### config.mk
export PLATFORM = sky130hd
export DESIGN_NAME = st7735_panel_receiver_flat
export DESIGN_NICKNAME = d
export VERILOG_FILES = /design/src/rtl/st7735_panel_receiver_pkg.sv /design/src/rtl/st7735_panel_receiver_if.sv /design/src/rtl/st7735_panel_receiver_spi_rx_shifter.sv /design/src/rtl/st7735_panel_receiver.sv /design/src/flat_wrapper.sv
export SDC_FILE = /design/constraint.sdc
export NUM_CORES = 1
export LEC_CHECK = 0
export ABC_AREA = 1
export CAP_MARGIN = 20
export CORE_AREA = 2 2 120 122
export CTS_CLUSTER_SIZE = 8
export DETAILED_ROUTE_END_ITERATION = 7
export DIE_AREA = 0 0 122 124
export DONT_BUFFER_PORTS = 1
export PLACE_DENSITY = 0.7
export SLEW_MARGIN = 20
export SYNTH_ARGS = -nofsm -noshare
export SYNTH_HDL_FRONTEND = slang
export SYNTH_SLANG_ARGS = --single-unit
### constraint.sdc
create_clock -name SYSTEM_CLK -period 5.9 [get_ports SYSTEM_CLK]
set_clock_uncertainty 0.1 [all_clocks]
set_input_delay 0.59 -clock SYSTEM_CLK [delete_from_list [all_inputs] [get_ports SYSTEM_CLK]]
set_output_delay 0.59 -clock SYSTEM_CLK [all_outputs]
set_load 0.005 [all_outputs]
### src/rtl/st7735_panel_receiver_pkg.sv
// Shared definitions for the ST7735 panel receiver.
//  - ST7735 command opcodes understood by the decoder
//  - decoder FSM state encoding (state_t), also exported on the debug port
package st7735_panel_receiver_pkg;

    localparam logic [7:0] CMD_SWRESET = 8'h01;
    localparam logic [7:0] CMD_SLPIN   = 8'h10;
    localparam logic [7:0] CMD_SLPOUT  = 8'h11;
    localparam logic [7:0] CMD_INVOFF  = 8'h20;
    localparam logic [7:0] CMD_INVON   = 8'h21;
    localparam logic [7:0] CMD_DISPOFF = 8'h28;
    localparam logic [7:0] CMD_DISPON  = 8'h29;
    localparam logic [7:0] CMD_CASET   = 8'h2A;
    localparam logic [7:0] CMD_RASET   = 8'h2B;
    localparam logic [7:0] CMD_RAMWR   = 8'h2C;
    localparam logic [7:0] CMD_MADCTL  = 8'h36;
    localparam logic [7:0] CMD_COLMOD  = 8'h3A;

    typedef enum logic [2:0] {
        S_CMD    = 3'd0,
        S_CASET  = 3'd1,
        S_RASET  = 3'd2,
        S_RAMWR  = 3'd3,
        S_COLMOD = 3'd4,
        S_MADCTL = 3'd5,
        S_SKIP   = 3'd6
    } state_t;

endpackage

### src/rtl/st7735_panel_receiver_if.sv
// ST7735 4-wire SPI bus as seen at the panel.
//  CS      chip select, active low
//  LCD_CLK serial clock, data sampled on the rising edge
//  MOSI    serial data, MSB first
//  DC      0 = command byte, 1 = data byte (meaningful with bit 0)
//  RESET   panel RESX, active low
// The bus has no handshake: the driver (master) owns every wire and the
// panel (slave) only samples them, so there is no valid/ready pair here.
interface st7735_panel_receiver_if;
    logic CS;
    logic LCD_CLK;
    logic MOSI;
    logic DC;
    logic RESET;

    modport master (output CS, output LCD_CLK, output MOSI, output DC, output RESET);
    modport slave  (input  CS, input  LCD_CLK, input  MOSI, input  DC, input  RESET);
endinterface

### src/rtl/st7735_panel_receiver_spi_rx_shifter.sv
// SPI receive front end: synchronises every bus wire into the system clock
// domain, detects rising LCD_CLK edges while CS is low and assembles
// MSB-first bytes.
// Ports:
//  clk, rst      system clock, asynchronous active-high reset
//  clr           synchronous clear (soft reset from the decoder)
//  bus           SPI bus, slave side
//  byte_valid    1-cycle strobe, byte_data/byte_is_cmd valid
//  byte_data     last assembled byte
//  byte_is_cmd   inverted DC captured with bit 0
//  panel_rst     synchronised RESET wire is low (panel held in reset)
module st7735_panel_receiver_spi_rx_shifter #(
    parameter int SYNC_STAGES = 2
) (
    input  logic                         clk,
    input  logic                         rst,
    input  logic                         clr,
    st7735_panel_receiver_if.slave       bus,
    output logic                         byte_valid,
    output logic [7:0]                   byte_data,
    output logic                         byte_is_cmd,
    output logic                         panel_rst
);

    // Bit order of the synchroniser word: {rst_n, dc, mosi, sck, cs}.
    // Idle value keeps CS and RESET deasserted right after reset.
    localparam logic [4:0] SYNC_IDLE = 5'b10001;

    logic [4:0] sync_q [SYNC_STAGES];
    logic [4:0] sync_d [SYNC_STAGES];
    logic [4:0] s;

    logic       sck_prev_q,  sck_prev_d;
    logic       rise_q,      rise_d;
    logic       rise_mosi_q, rise_mosi_d;
    logic       rise_dc_q,   rise_dc_d;
    logic [2:0] bit_cnt_q,   bit_cnt_d;
    logic [6:0] shift_q,     shift_d;
    logic       byte_valid_q, byte_valid_d;
    logic [7:0] byte_data_q,  byte_data_d;
    logic       byte_is_cmd_q, byte_is_cmd_d;

    assign s         = sync_q[SYNC_STAGES-1];
    assign panel_rst = ~s[4];

    always_comb begin
        sync_d[0] = {bus.RESET, bus.DC, bus.MOSI, bus.LCD_CLK, bus.CS};
        for (int i = 1; i < SYNC_STAGES; i++) begin
            sync_d[i] = sync_q[i-1];
        end

        // Edge detect is registered; MOSI/DC are captured alongside it so
        // they stay aligned with the edge that sampled them.
        sck_prev_d  = s[1];
        rise_d      = s[1] & ~sck_prev_q & ~s[0];
        rise_mosi_d = s[2];
        rise_dc_d   = s[3];

        bit_cnt_d     = bit_cnt_q;
        shift_d       = shift_q;
        byte_valid_d  = 1'b0;
        byte_data_d   = byte_data_q;
        byte_is_cmd_d = byte_is_cmd_q;

        if (clr || panel_rst) begin
            rise_d        = 1'b0;
            bit_cnt_d     = 3'd0;
            shift_d       = 7'd0;
            byte_data_d   = 8'd0;
            byte_is_cmd_d = 1'b0;
        end else if (s[0]) begin
            // CS high drops a partial byte without a strobe.
            bit_cnt_d = 3'd0;
        end else if (rise_q) begin
            shift_d   = {shift_q[5:0], rise_mosi_q};
            bit_cnt_d = 3'(bit_cnt_q + 3'd1);
            if (bit_cnt_q == 3'd7) begin
                byte_valid_d  = 1'b1;
                byte_data_d   = {shift_q, rise_mosi_q};
                byte_is_cmd_d = ~rise_dc_q;
            end
        end
    end

    always_ff @(posedge clk or posedge rst) begin
        if (rst) begin
            for (int i = 0; i < SYNC_STAGES; i++) begin
                sync_q[i] <= SYNC_IDLE;
            end
            sck_prev_q    <= 1'b0;
            rise_q        <= 1'b0;
            rise_mosi_q   <= 1'b0;
            rise_dc_q     <= 1'b0;
            bit_cnt_q     <= 3'd0;
            shift_q       <= 7'd0;
            byte_valid_q  <= 1'b0;
            byte_data_q   <= 8'd0;
            byte_is_cmd_q <= 1'b0;
        end else begin
            for (int i = 0; i < SYNC_STAGES; i++) begin
                sync_q[i] <= sync_d[i];
            end
            sck_prev_q    <= sck_prev_d;
            rise_q        <= rise_d;
            rise_mosi_q   <= rise_mosi_d;
            rise_dc_q     <= rise_dc_d;
            bit_cnt_q     <= bit_cnt_d;
            shift_q       <= shift_d;
            byte_valid_q  <= byte_valid_d;
            byte_data_q   <= byte_data_d;
            byte_is_cmd_q <= byte_is_cmd_d;
        end
    end

    assign byte_valid  = byte_valid_q;
    assign byte_data   = byte_data_q;
    assign byte_is_cmd = byte_is_cmd_q;

endmodule

### src/rtl/st7735_panel_receiver.sv
// ST7735 panel-side receiver: decodes the byte stream from the SPI front end
// into commands, parameters and RAMWR pixel writes with (x,y) addresses.
// Ports:
//  SYSTEM_CLK, SYSTEM_RESET  receiver clock, asynchronous active-high reset
//  spi                       SPI bus (CS, LCD_CLK, MOSI, DC, RESET), slave side
//  byte_valid/byte_data/byte_is_cmd   every received byte
//  pix_valid/pix_x/pix_y/pix_data     every completed RGB565 pixel
//  frame_done                         last pixel of the address window
//  sleep_out/display_on/inverted/colmod/madctl   panel status
//  dbg_state                          decoder FSM state
module st7735_panel_receiver
    import st7735_panel_receiver_pkg::*;
#(
    parameter int WIDTH       = 160,
    parameter int HEIGHT      = 80,
    parameter int SYNC_STAGES = 2
) (
    input  logic                      SYSTEM_CLK,
    input  logic                      SYSTEM_RESET,
    st7735_panel_receiver_if.slave    spi,
    output logic                      byte_valid,
    output logic [7:0]                byte_data,
    output logic                      byte_is_cmd,
    output logic                      pix_valid,
    output logic [$clog2(WIDTH)-1:0]  pix_x,
    output logic [$clog2(HEIGHT)-1:0] pix_y,
    output logic [15:0]               pix_data,
    output logic                      frame_done,
    output logic                      sleep_out,
    output logic                      display_on,
    output logic                      inverted,
    output logic [7:0]                colmod,
    output logic [7:0]                madctl,
    output state_t                    dbg_state
);

    localparam int XW = $clog2(WIDTH);
    localparam int YW = $clog2(HEIGHT);
    localparam logic [XW-1:0] X_LAST = XW'(WIDTH - 1);
    localparam logic [YW-1:0] Y_LAST = YW'(HEIGHT - 1);

    logic panel_rst;
    logic sw_rst;

    st7735_panel_receiver_spi_rx_shifter #(
        .SYNC_STAGES (SYNC_STAGES)
    ) u_shifter (
        .clk         (SYSTEM_CLK),
        .rst         (SYSTEM_RESET),
        .clr         (sw_rst),
        .bus         (spi),
        .byte_valid  (byte_valid),
        .byte_data   (byte_data),
        .byte_is_cmd (byte_is_cmd),
        .panel_rst   (panel_rst)
    );

    assign sw_rst = byte_valid && byte_is_cmd && (byte_data == CMD_SWRESET);

    state_t        state_q, state_d;
    logic [1:0]    pcnt_q, pcnt_d;
    logic [7:0]    p0_q, p0_d, p1_q, p1_d, p2_q, p2_d;
    logic [XW-1:0] xs_q, xs_d, xe_q, xe_d, x_q, x_d;
    logic [YW-1:0] ys_q, ys_d, ye_q, ye_d, y_q, y_d;
    logic          hi_flag_q, hi_flag_d;
    logic [7:0]    hi_byte_q, hi_byte_d;
    logic          pix_valid_q, pix_valid_d;
    logic [XW-1:0] pix_x_q, pix_x_d;
    logic [YW-1:0] pix_y_q, pix_y_d;
    logic [15:0]   pix_data_q, pix_data_d;
    logic          frame_done_q, frame_done_d;
    logic          sleep_out_q, sleep_out_d;
    logic          display_on_q, display_on_d;
    logic          inverted_q, inverted_d;
    logic [7:0]    colmod_q, colmod_d;
    logic [7:0]    madctl_q, madctl_d;
    logic          x_wrap, y_wrap;

    // Wrap on the window end or the panel edge, whichever comes first, so an
    // inverted window (start > end) still walks a bounded run.
    assign x_wrap = (x_q == xe_q) || (x_q == X_LAST);
    assign y_wrap = (y_q == ye_q) || (y_q == Y_LAST);

    always_comb begin
        state_d      = state_q;
        pcnt_d       = pcnt_q;
        p0_d         = p0_q;
        p1_d         = p1_q;
        p2_d         = p2_q;
        xs_d         = xs_q;
        xe_d         = xe_q;
        ys_d         = ys_q;
        ye_d         = ye_q;
        x_d          = x_q;
        y_d          = y_q;
        hi_flag_d    = hi_flag_q;
        hi_byte_d    = hi_byte_q;
        pix_valid_d  = 1'b0;
        pix_x_d      = pix_x_q;
        pix_y_d      = pix_y_q;
        pix_data_d   = pix_data_q;
        frame_done_d = 1'b0;
        sleep_out_d  = sleep_out_q;
        display_on_d = display_on_q;
        inverted_d   = inverted_q;
        colmod_d     = colmod_q;
        madctl_d     = madctl_q;

        if (panel_rst || sw_rst) begin
            state_d      = S_CMD;
            pcnt_d       = 2'd0;
            p0_d         = 8'd0;
            p1_d         = 8'd0;
            p2_d         = 8'd0;
            xs_d         = '0;
            xe_d         = X_LAST;
            ys_d         = '0;
            ye_d         = Y_LAST;
            x_d          = '0;
            y_d          = '0;
            hi_flag_d    = 1'b0;
            hi_byte_d    = 8'd0;
            pix_x_d      = '0;
            pix_y_d      = '0;
            pix_data_d   = 16'd0;
            sleep_out_d  = 1'b0;
            display_on_d = 1'b0;
            inverted_d   = 1'b0;
            colmod_d     = 8'd0;
            madctl_d     = 8'd0;
        end else if (byte_valid) begin
            if (byte_is_cmd) begin
                // A command always aborts whatever was in progress.
                pcnt_d    = 2'd0;
                hi_flag_d = 1'b0;
                state_d   = S_SKIP;
                case (byte_data)
                    CMD_CASET:  state_d = S_CASET;
                    CMD_RASET:  state_d = S_RASET;
                    CMD_RAMWR: begin
                        state_d = S_RAMWR;
                        x_d     = xs_q;
                        y_d     = ys_q;
                    end
                    CMD_COLMOD: state_d = S_COLMOD;
                    CMD_MADCTL: state_d = S_MADCTL;
                    CMD_SLPOUT: sleep_out_d  = 1'b1;
                    CMD_SLPIN:  sleep_out_d  = 1'b0;
                    CMD_DISPON: display_on_d = 1'b1;
                    CMD_DISPOFF: display_on_d = 1'b0;
                    CMD_INVON:  inverted_d   = 1'b1;
                    CMD_INVOFF: inverted_d   = 1'b0;
                    default: ;
                endcase
            end else begin
                case (state_q)
                    S_CASET, S_RASET: begin
                        pcnt_d = 2'(pcnt_q + 2'd1);
                        case (pcnt_q)
                            2'd0: p0_d = byte_data;
                            2'd1: p1_d = byte_data;
                            2'd2: p2_d = byte_data;
                            default: begin
                                // Window registers only change once all four
                                // parameters have arrived.
                                if (state_q == S_CASET) begin
                                    xs_d = XW'({p0_q, p1_q});
                                    xe_d = XW'({p2_q, byte_data});
                                end else begin
                                    ys_d = YW'({p0_q, p1_q});
                                    ye_d = YW'({p2_q, byte_data});
                                end
                                state_d = S_SKIP;
                            end
                        endcase
                    end
                    S_COLMOD: begin
                        colmod_d = byte_data;
                        state_d  = S_SKIP;
                    end
                    S_MADCTL: begin
                        madctl_d = byte_data;
                        state_d  = S_SKIP;
                    end
                    S_RAMWR: begin
                        if (!hi_flag_q) begin
                            hi_flag_d = 1'b1;
                            hi_byte_d = byte_data;
                        end else begin
                            hi_flag_d   = 1'b0;
                            pix_valid_d = 1'b1;
                            pix_x_d     = x_q;
                            pix_y_d     = y_q;
                            pix_data_d  = {hi_byte_q, byte_data};
                            if (x_wrap) begin
                                x_d = xs_q;
                                if (y_wrap) begin
                                    y_d          = ys_q;
                                    frame_done_d = 1'b1;
                                end else begin
                                    y_d = YW'(y_q + YW'(1));
                                end
                            end else begin
                                x_d = XW'(x_q + XW'(1));
                            end
                        end
                    end
                    default: ;
                endcase
            end
        end
    end

    always_ff @(posedge SYSTEM_CLK or posedge SYSTEM_RESET) begin
        if (SYSTEM_RESET) begin
            state_q      <= S_CMD;
            pcnt_q       <= 2'd0;
            p0_q         <= 8'd0;
            p1_q         <= 8'd0;
            p2_q         <= 8'd0;
            xs_q         <= '0;
            xe_q         <= X_LAST;
            ys_q         <= '0;
            ye_q         <= Y_LAST;
            x_q          <= '0;
            y_q          <= '0;
            hi_flag_q    <= 1'b0;
            hi_byte_q    <= 8'd0;
            pix_valid_q  <= 1'b0;
            pix_x_q      <= '0;
            pix_y_q      <= '0;
            pix_data_q   <= 16'd0;
            frame_done_q <= 1'b0;
            sleep_out_q  <= 1'b0;
            display_on_q <= 1'b0;
            inverted_q   <= 1'b0;
            colmod_q     <= 8'd0;
            madctl_q     <= 8'd0;
        end else begin
            state_q      <= state_d;
            pcnt_q       <= pcnt_d;
            p0_q         <= p0_d;
            p1_q         <= p1_d;
            p2_q         <= p2_d;
            xs_q         <= xs_d;
            xe_q         <= xe_d;
            ys_q         <= ys_d;
            ye_q         <= ye_d;
            x_q          <= x_d;
            y_q          <= y_d;
            hi_flag_q    <= hi_flag_d;
            hi_byte_q    <= hi_byte_d;
            pix_valid_q  <= pix_valid_d;
            pix_x_q      <= pix_x_d;
            pix_y_q      <= pix_y_d;
            pix_data_q   <= pix_data_d;
            frame_done_q <= frame_done_d;
            sleep_out_q  <= sleep_out_d;
            display_on_q <= display_on_d;
            inverted_q   <= inverted_d;
            colmod_q     <= colmod_d;
            madctl_q     <= madctl_d;
        end
    end

    assign pix_valid  = pix_valid_q;
    assign pix_x      = pix_x_q;
    assign pix_y      = pix_y_q;
    assign pix_data   = pix_data_q;
    assign frame_done = frame_done_q;
    assign sleep_out  = sleep_out_q;
    assign display_on = display_on_q;
    assign inverted   = inverted_q;
    assign colmod     = colmod_q;
    assign madctl     = madctl_q;
    assign dbg_state  = state_q;

endmodule

### src/flat_wrapper.sv
// flat-port wrapper written by rule: the top's interface ports become plain ports
module st7735_panel_receiver_flat import st7735_panel_receiver_pkg::*;
#(
    parameter int WIDTH       = 160,
    parameter int HEIGHT      = 80,
    parameter int SYNC_STAGES = 2
)
  (SYSTEM_CLK, SYSTEM_RESET, byte_valid, byte_data, byte_is_cmd, pix_valid, pix_x, pix_y, pix_data, frame_done, sleep_out, display_on, inverted, colmod, madctl, dbg_state, spi_CS, spi_LCD_CLK, spi_MOSI, spi_DC, spi_RESET);
  st7735_panel_receiver_if spi_i ();
  input  logic SYSTEM_CLK;
  input  logic SYSTEM_RESET;
  output logic byte_valid;
  output logic [7:0] byte_data;
  output logic byte_is_cmd;
  output logic pix_valid;
  output logic [$clog2(WIDTH)-1:0] pix_x;
  output logic [$clog2(HEIGHT)-1:0] pix_y;
  output logic [15:0] pix_data;
  output logic frame_done;
  output logic sleep_out;
  output logic display_on;
  output logic inverted;
  output logic [7:0] colmod;
  output logic [7:0] madctl;
  output state_t dbg_state;
  input wire logic [$bits(spi_i.CS)-1:0] spi_CS;
  input wire logic [$bits(spi_i.LCD_CLK)-1:0] spi_LCD_CLK;
  input wire logic [$bits(spi_i.MOSI)-1:0] spi_MOSI;
  input wire logic [$bits(spi_i.DC)-1:0] spi_DC;
  input wire logic [$bits(spi_i.RESET)-1:0] spi_RESET;
  assign spi_i.CS = spi_CS;
  assign spi_i.LCD_CLK = spi_LCD_CLK;
  assign spi_i.MOSI = spi_MOSI;
  assign spi_i.DC = spi_DC;
  assign spi_i.RESET = spi_RESET;
  st7735_panel_receiver #(.WIDTH(WIDTH), .HEIGHT(HEIGHT), .SYNC_STAGES(SYNC_STAGES)) u_core (.SYSTEM_CLK(SYSTEM_CLK), .SYSTEM_RESET(SYSTEM_RESET), .spi(spi_i), .byte_valid(byte_valid), .byte_data(byte_data), .byte_is_cmd(byte_is_cmd), .pix_valid(pix_valid), .pix_x(pix_x), .pix_y(pix_y), .pix_data(pix_data), .frame_done(frame_done), .sleep_out(sleep_out), .display_on(display_on), .inverted(inverted), .colmod(colmod), .madctl(madctl), .dbg_state(dbg_state));
endmodule
==> flow_summary.ini <==
[outcome]
outcome = finished clean

[synth]
async_reset_ff_share_pct = 100.0
synth-edff-count = 0
synth_nets = 761
synth_area_leader_cell = dfrtp_1
synth_mux_area_share_pct = 1.001
synth_top_family_by_area = simple AND/OR/NAND/NOR gates
synth_cell_types = 41
yosys_warnings = 0
synth-compound-area-share_pct = 11.31
synth_top_area_share_pct = 51.16
synth_flop_cell = dfrtp_1
syn_area_um2 = 6750
ys_seq_area_share_pct = 57.00
synth_xor_area_share_pct = 2.725
synthSimpleGateAreaFrac_pct = 19.65
synthCells = 748
ys_seq_elements = 153
yosys.cell_count.top_type = nand2_1
yosys-top-cells-area = dfrtp_1, nand2_1, dfstp_2
syn_area_per_cell_um2 = 9.024
synthAdderAreaFrac_pct = 1.112
ys_top_cells_by_count = nand2_1, dfrtp_1, inv_1

[route]
wl_per_cell_um = 17.11
first_pass_iters = 5
num_vias = 5102
drc = 0
ant_nets = 0
finalWirelength_um = 16030
viasPerCell = 5.445
drtIter0Drc = 423

[timing]
slew_violations = 0
finalSetupTns_ns = 0
grt_setup_unrepaired = false
tightest_slew_ns = 0.9381
hold_viol = 0
max_freq_mhz = 363.6
hold_slack_ns = 0.04127
layout_min_cycle_time_ns = 2.750
setup_viol = 0
period_share_pct = 46.62
slew_headroom_pct = 37.23
setup_ws_ns = 3.150

[cells_and_area]
fin_util_pct = 54.27
drive_above_1_share_pct = 10.57
diodes = 0
fin_cells = 937
areaGrowthSynthToFinish_pct = 10.31
fin_area_um2 = 7446
fin_nets = 757

[die]
coreArea_um2 = 13720
die_area_um2 = 15130
die_w_um = 122
initial_core_util_pct = 49.20
rows = 43
io-pin-count = 72
die_y_um = 124

[placement]
place_ws_ns = 3.163
dpl.hpwl_um = 11070
post-place-cells = 905
place_area_um2 = 6843
io_buffers = 0
place.gp.congestion = 0.8721

[clock_tree]
clk_pin_slew_worst_paths_ns = 0.06
post-cts-setup-buffers = 0
cts_tree = done
clkSinkCount = 153
cts_hold_buf = 0
htree_levels = 4
cts_root_buffer = clkbuf_16
cts_resized = 0
cts_buffer_depth = 2
numCtsBuffers = 17
clock_latency_ns = 0.43

[worst_setup_path]
ff2ff_setup_slack_ns = 3.15
cp_max_fo = 35
worstSetupStartpointType = flip-flop
critPathCaptureType = flip-flop
crit_type = reg -> reg
arrival_ns = 3.01
required_ns = 6.16

[power_and_ir_drop]
power_frac_clock_pct = 45.0
power.density_nw_per_um2 = 330.2
power.share.combinational_pct = 8.2
ir_drop_mv = 0.2606
p_switching_mw = 0.6245
p_sw_share_pct = 25.40
total_power_mw = 2.459
power_leakage_nw = 3.496
seqPwrFrac_pct = 46.9
p_int_mw = 1.834

[grt]
overflow = 0
grt_pass1_vias = 5050
grt_first_pass_wirelength_um = 26110
antenna_found_initial = 0
track_usage_pct = 23.03
grt_max_degree = 94

[run]
maxCapViolations = 0

[worst_hold_path]
worstHoldPathType = in -> async
## power by group through the flow
stage / clock (mW) / combinational, mW / sequential (mW)
after floorplan: 0 / 0.168 / 1.15
after global placement: 0 / 0.192 / 1.17
after detailed placement: 0 / 0.199 / 1.17
after CTS: 1.12 / 0.202 / 1.15
after global routing: 1.17 / 0.232 / 1.16
final: 1.11 / 0.200 / 1.15
## per-layer routing
layer / up-vias / track usage (%) / wire, µm
met3: 20 / 7.326 / 1416
li1: 2409 / - / -
met5: - / 0 / 0
met4: 0 / 7.112 / 218
met2: 208 / 37.95 / 7525
met1: 2465 / 29.14 / 6868
## sequential cells by signal, indices dropped and copies added, names as in the netlist, 2 cells and up
| register | count |
|---|---|
| u_core.ys_q | 7 |
| u_core.u_shifter.shift_q | 7 |
| u_core.hi_byte_q | 8 |
| u_core.x_q | 8 |
| u_core.pix_data | 16 |
| u_core.ye_q | 7 |
| u_core.pcnt_q | 2 |
| u_core.p1_q | 8 |
| u_core.xe_q | 8 |
| u_core.u_shifter.s | 5 |
| u_core.u_shifter.bit_cnt_q | 3 |
| u_core.u_shifter.sync_d | 5 |
| u_core.y_q | 7 |
| u_core.u_shifter.byte_data | 8 |
| u_core.pix_y | 7 |
| u_core.dbg_state | 3 |
| u_core.madctl | 8 |
| u_core.colmod | 8 |
| u_core.pix_x | 8 |
| u_core.xs_q | 8 |
## critical path, cell delays in order (launching register included)
cell and delay [ns]:
dfrtp_1 0.41, inv_1 0.17, nand4_1 0.19, nor2_2 0.06, nor2_2 0.54, buf_4 0.36, nand2_1 0.14, inv_2 0.45
nand2_1 0.13, o21ai_1 0.11
## layout make-up
type	instances	area (µm²)
flip-flops and latches	153	3847
clock inverters	13	170.2
fillers	1248	6274
inverters	87	331.6
multi-input cells	482	2416
repair buffers	3	22.52
clock buffers	19	432.9
well taps	180	225.2
## path summary, 6_finish.rpt
kind	to	start	cells past startpoint
hold / removal	u_core.u_shifter.sck_prev_q$_DFF_PP0_	SYSTEM_RESET	1
setup reg to reg	u_core.pix_data[3]$_DFFE_PP0P_	u_core.u_shifter.byte_data[4]$_DFFE_PP0P_	9
hold reg to reg	u_core.u_shifter.rise_dc_q$_DFF_PP0_	u_core.u_shifter.s[3]$_DFF_PP0_	0
max in group asynchronous	u_core.pix_data[15]$_DFFE_PP0P_	SYSTEM_RESET	2
setup / recovery	u_core.pix_data[3]$_DFFE_PP0P_	u_core.u_shifter.byte_data[4]$_DFFE_PP0P_	9
min in group SYSTEM_CLK	u_core.u_shifter.sync_d[0]$_DFF_PP1_	spi_CS	0
## cells by family (layout without fill, tap and decap cells)
logic type / count (synthesis) / count (layout)
AOI/OAI and AO/OA: 133 / 133
xor gates and xnor gates: 21 / 21
and+or+nand+nor: 316 / 316
muxes: 6 / 6
adders and majority gates: 6 / 6
buffers and inverters: 113 / 122
DFF: 153 / 153
## cell usage in the layout (no fill, tap or decap), drive strengths merged, types with 11 or more instances in the layout
cell type,instances
a21oi,22
a22o,11
clkbuf,19
dfrtp,138
dfstp,15
inv,90
nand2,195
nand3,34
nor2,68
o21ai,80
xnor2,11
Note: power is estimated with default switching activity, not from simulation.
